### config.mk
export PLATFORM = sky130hd
export DESIGN_NAME = w_update_seq
export DESIGN_NICKNAME = d
export VERILOG_FILES = /design/src/rtl/w_update_seq.sv
export SDC_FILE = /design/constraint.sdc
export NUM_CORES = 1
export LEC_CHECK = 0
export BUFFER_PORTS_ARGS = -buffer_cell sky130_fd_sc_hd__buf_2
export CORE_ASPECT_RATIO = 1.75
export CORE_UTILIZATION = 50
export DETAILED_ROUTE_END_ITERATION = 8
export PLACE_DENSITY = 0.78
export REMOVE_ABC_BUFFERS = 1
export SLEW_MARGIN = 20
export SYNTH_ARGS = -nofsm -noshare
export SYNTH_HDL_FRONTEND = slang
export SYNTH_SLANG_ARGS = --single-unit
### constraint.sdc
create_clock -name clk -period 7 [get_ports clk]
set_input_delay 1.05 -clock clk [delete_from_list [all_inputs] [get_ports clk]]
set_output_delay 1.05 -clock clk [all_outputs]
set_load 0.01 [all_outputs]
### src/rtl/w_update_seq.sv
// Time-multiplexed LMS weight-update sequencer for the linear section of the spline filter.
// A single multiplier/rounder/adder walks the tap buffer and applies w[k] += round(x[k]*mu).
module w_update_seq #(
  parameter int unsigned WIDTH     = 16,
  parameter int unsigned QP        = 12,
  parameter int unsigned N_TAPS    = 4,
  parameter int unsigned ADDR_W    = 2,
  parameter int          RESET_VAL = 0
) (
  input  logic              clk,
  input  logic              reset,
  input  logic              start_i,
  input  logic [WIDTH-1:0]  mu_error_i,
  input  logic              clear_w_i,
  output logic              x_rd_en_o,
  output logic [ADDR_W-1:0] x_rd_addr_o,
  input  logic [WIDTH-1:0]  x_rd_data_i,
  output logic              busy_o,
  output logic              done_o,
  output logic              overrun_o,
  input  logic [ADDR_W-1:0] w_rd_addr_i,
  output logic [WIDTH-1:0]  w_rd_data_o
);

  localparam logic [WIDTH-1:0]   WRst     = WIDTH'(RESET_VAL <<< QP);
  localparam logic [ADDR_W-1:0]  LastAddr = ADDR_W'(N_TAPS - 1);
  localparam logic [2*WIDTH-1:0] Half     = {{(2*WIDTH-1){1'b0}}, 1'b1} << (QP - 1);

  typedef enum logic [1:0] {StIdle, StIssue, StDrain} state_e;

  state_e            state_q, state_d;
  logic              drain_q, drain_d;
  logic              x_rd_en_q, x_rd_en_d;
  logic [ADDR_W-1:0] x_rd_addr_q, x_rd_addr_d;
  logic [WIDTH-1:0]  mu_q, mu_d;
  logic              done_q, done_d;
  logic              clear_all;

  // Read-return stage and write stage of the shared datapath
  logic              rd_v_q, wr_v_q;
  logic [ADDR_W-1:0] rd_addr_q, wr_addr_q;
  logic [WIDTH-1:0]  delta_q;

  logic [WIDTH-1:0]  w_q [N_TAPS];

  logic signed [2*WIDTH-1:0] prod;
  logic        [2*WIDTH-1:0] rnd;
  logic        [WIDTH-1:0]   delta;
  logic                      unused_rnd;

  always_comb begin
    state_d     = state_q;
    drain_d     = drain_q;
    x_rd_en_d   = 1'b0;
    x_rd_addr_d = x_rd_addr_q;
    mu_d        = mu_q;
    done_d      = 1'b0;
    clear_all   = 1'b0;
    case (state_q)
      StIdle: begin
        // Clear takes priority over start; the start is dropped silently.
        if (clear_w_i) begin
          clear_all = 1'b1;
        end else if (start_i) begin
          state_d     = StIssue;
          x_rd_en_d   = 1'b1;
          x_rd_addr_d = '0;
          mu_d        = mu_error_i;
        end
      end
      StIssue: begin
        if (x_rd_addr_q == LastAddr) begin
          state_d = StDrain;
          drain_d = 1'b0;
        end else begin
          x_rd_en_d   = 1'b1;
          x_rd_addr_d = x_rd_addr_q + 1'b1;
        end
      end
      StDrain: begin
        if (drain_q) begin
          state_d = StIdle;
          done_d  = 1'b1;
        end else begin
          drain_d = 1'b1;
        end
      end
      default: state_d = StIdle;
    endcase
  end

  always_ff @(posedge clk) begin
    if (reset) begin
      state_q     <= StIdle;
      drain_q     <= 1'b0;
      x_rd_en_q   <= 1'b0;
      x_rd_addr_q <= '0;
      mu_q        <= '0;
      done_q      <= 1'b0;
    end else begin
      state_q     <= state_d;
      drain_q     <= drain_d;
      x_rd_en_q   <= x_rd_en_d;
      x_rd_addr_q <= x_rd_addr_d;
      mu_q        <= mu_d;
      done_q      <= done_d;
    end
  end

  assign prod       = $signed(x_rd_data_i) * $signed(mu_q);
  assign rnd        = prod + Half;
  assign delta      = rnd[QP +: WIDTH];
  assign unused_rnd = ^{rnd[2*WIDTH-1:QP+WIDTH], rnd[QP-1:0]};

  always_ff @(posedge clk) begin
    if (reset) begin
      rd_v_q    <= 1'b0;
      rd_addr_q <= '0;
      wr_v_q    <= 1'b0;
      wr_addr_q <= '0;
      delta_q   <= '0;
    end else begin
      rd_v_q    <= x_rd_en_q;
      rd_addr_q <= x_rd_addr_q;
      wr_v_q    <= rd_v_q;
      wr_addr_q <= rd_addr_q;
      delta_q   <= rd_v_q ? delta : delta_q;
    end
  end

  always_ff @(posedge clk) begin
    if (reset || clear_all) begin
      for (int i = 0; i < int'(N_TAPS); i++) begin
        w_q[i] <= WRst;
      end
    end else if (wr_v_q) begin
      w_q[wr_addr_q] <= w_q[wr_addr_q] + delta_q;
    end
  end

  always_comb begin
    w_rd_data_o = '0;
    if ({{(32-ADDR_W){1'b0}}, w_rd_addr_i} < N_TAPS) begin
      w_rd_data_o = w_q[w_rd_addr_i];
    end
  end

  assign busy_o      = (state_q != StIdle);
  assign overrun_o   = start_i && busy_o && !reset;
  assign done_o      = done_q;
  assign x_rd_en_o   = x_rd_en_q;
  assign x_rd_addr_o = x_rd_addr_q;

endmodule

==> impl_metrics.ini <==
[min_path]
hold_start = rd_addr_q[1]$_SDFF_PP0_
min_to = wr_addr_q[1]$_SDFF_PP0_
hold_depth = 1
hp-class = reg -> reg

[floorplanning]
ios = 60
die-area_sq_um = 28500
start_util_pct = 50.9
die_x_um = 128
core_sq_um = 27300
num_rows = 80
die_y_um = 223

[worst_setup_path]
critPathKind = in -> reg
arrival_ns = 6.61
r2r-end = delta_q[15]$_SDFFE_PP0P_
r2r_cells = 19
critPathLaunchType = primary input
rrSetupSlack_ns = 0.79
required_ns = 7.23
endpoint_kind = register
crit_fanout = 14
reg2reg_from = mu_q[11]$_SDFFE_PP0P_

[cts]
insertion_delay_ns = 0.35
clk_path_buf_depth = 2
cts_buffers = 9
post_cts.repair.setup_buffers = 0
root_buffer = clkbuf_16
cts_sinks = 109
cts_tree = done
htreeDepth = 3
postCtsHoldBufs = 0
path_clk_slew_ns = 0.07
cts_resized = 0

[global_routing]
antenna_found_initial = 0
met2_usage_pct = 46.5
grt_pass1_wl_um = 53900
grt_max_degree = 41
grt_pass1_vias = 11000
gr-max-usage-layer = met2
grt_usage_pct = 24.6
met3_usage_pct = 2.26
overflow = 0
use_met1_pct = 26.9

[synthesis]
ys_seq_area_share_pct = 20.3
yosysUniqueCellTypes = 60
synth_area_leader_cell = fa_1
ys_ff_latch = 109
netlist_instances = 1413
synth-main-ff-cell = edfxtp_1
synth-edff-count = 64
yosysMostFrequentCell = inv_1
async_reset_ff_share_pct = 0
avgSynthCellArea_sq_um = 9.84
yosysTopAreaCellShare_pct = 33.1
syn_area_sq_um = 13900
yosys_warnings = 0
yosys-top-cells-area = fa_1 33%, edfxtp_1 14%, ha_1 7.9%
synth_commonest_cells = 281 x inv_1, 230 x fa_1, 188 x nand2_1, 119 x and2_1, 88 x ha_1

[place]
io_buffers = 59
place_hpwl_um = 26500
gp_congestion = 0.883

[timing]
rsz0062_at_grt = no
final-setup-viol-count = 0
worst_slew_pin_slew_ns = 0.883
max-slew-margin-rel_pct = 41.0
hold_viol = 0
fin_setup_tns_ns = 0
max_freq_mhz = 157
period_needed_ns = 6.38
period_share_pct = 91.1
slew_viol_final = 0
fin_skew_ns = 0.0126
whs_ns = 0.453

[power]
clock_power_share_pct = 22.9
sw_frac_of_total_pct = 37.9
ir_worst_vdd_uv = 199
power.leakage_uw = 0.00688
p_total_uw = 2300
power_switching_uw = 870
power_frac_seq_pct = 33.0
power_density_nw_per_um2 = 154
internal_power_uw = 1430
combPwrFrac_pct = 44.1

[layout]
nets = 1798
fin_util_pct = 54.5
drive_gt1_share_pct = 9.88
area_delta_synth_final_pct = 7.09
antenna_cells = 0

[route]
drt_first_iter_violations = 452
wl_per_cell_um = 17.5
vias = 9816
via_per_inst = 5.41
routed_wl_um = 31800
firstDrtPassIters = 4
drc = 0
ant_nets = 0

[run]
cap_violations = 0

[run_status]
status = complete, no violations
==> metal layers <==
| layer | up-vias | share of wire, % | wire length (um) |
|---|---|---|---|
| li1 | 4465 | - | - |
| met1 | 4955 | 35 | 11300 |
| met2 | 291 | 56 | 17700 |
| met3 | 105 | 4.0 | 1290 |
| met4 | 0 | 4.9 | 1550 |
| met5 | - | 0 | 0 |
==> cell families (layout without fill, tap and decap cells) <==
logic type / count (synthesis) / in the layout / share of synthesized area, %
flip-flops: 109 / 109 / 20.3
buffers and inverters: 342 / 376 / 9.26
adder cells (fa/ha/maj): 318 / 318 / 41.1
multiplexers: 37 / 37 / 5.55
XOR/XNOR: 41 / 41 / 2.64
AND/OR/NAND/NOR: 464 / 464 / 16.1
AO/OA/AOI/OAI: 102 / 102 / 5.09
==> metrics by stage <==
stage / cell area [sq um] / setup slack, ns / instances
finish: 14900 / 0.620 / 1816
global placement: 14600 / 0.324 / 1800
floorplan: 13700 / 0.911 / 1353
CTS: 14900 / 0.619 / 1816
detailed placement: 14600 / 0.265 / 1800
global route: 14900 / 0.366 / 1816
==> layout make-up <==
class | count | area, sq um
fill | 2381 | 12400
multi-input combinational | 962 | 9790
sequential | 109 | 2820
inverter | 282 | 1060
tap | 369 | 462
timing repair buffer | 78 | 438
clock buffer | 10 | 239
clock inverter | 6 | 68.8
==> layout by cell type (no fill, tap or decap), types with 6 or more instances in the layout <==
| cell | count |
|---|---|
| and3_1 | 10 |
| and2_1 | 119 |
| buf_4 | 19 |
| nor3_1 | 16 |
| ha_1 | 88 |
| xor2_1 | 9 |
| clkbuf_16 | 9 |
| dfxtp_1 | 45 |
| fa_1 | 230 |
| nor2_1 | 78 |
| buf_2 | 59 |
| mux4_2 | 32 |
| a21o_1 | 6 |
| a21oi_1 | 40 |
| xnor2_1 | 31 |
| inv_1 | 281 |
| edfxtp_1 | 64 |
| nand2_1 | 188 |
| nand2b_1 | 6 |
| nor2b_1 | 7 |
| nand3_1 | 11 |
| o21ai_0 | 8 |
==> state kept, by name, indices dropped and copies added, names as in the netlist <==
name / flops
x_rd_en_o: 1
delta_q: 16
mu_q: 16
x_rd_addr_o: 2
rd_v_q: 1
rd_addr_q: 2
drain_q: 1
done_o: 1
wr_v_q: 1
w_q: 64
wr_addr_q: 2
state_q: 2
==> worst max path at each step <==
stage | startpoint | endpoint | slack (ns)
global route | x_rd_data_i[15] | delta_q[14]$_SDFFE_PP0P_ | 0.37
CTS | x_rd_data_i[15] | delta_q[15]$_SDFFE_PP0P_ | 0.62
floorplan | x_rd_data_i[14] | delta_q[14]$_SDFFE_PP0P_ | 0.91
detailed placement | x_rd_data_i[15] | delta_q[14]$_SDFFE_PP0P_ | 0.27
finish | x_rd_data_i[8] | delta_q[15]$_SDFFE_PP0P_ | 0.62
global placement | x_rd_data_i[8] | delta_q[15]$_SDFFE_PP0P_ | 0.32
==> critical path, cell delays in order <==
cell      delay, ns
buf_2          0.30
nand2_1        0.13
fa_1           0.57
inv_1          0.05
fa_1           0.48
fa_1           0.61
fa_1           0.45
fa_1           0.50
inv_1          0.05
fa_1           0.48
inv_1          0.04
ha_1           0.35
nand4_1        0.17
nor3_1         0.09
a221oi_2       0.37
o211ai_2       0.22
o41ai_4        0.32
o21ai_1        0.14
xnor2_1        0.16
o21ai_1        0.07
==> power groups by stage <==
stage	Combinational (uW)	Clock [uW]	Sequential [uW]
global route	1150	558	763
global placement	988	0	769
detailed placement	1010	0	772
CTS	1030	536	758
floorplan	724	0	754
finish	1010	527	758
No activity file was read; power rests on OpenSTA's default activity.
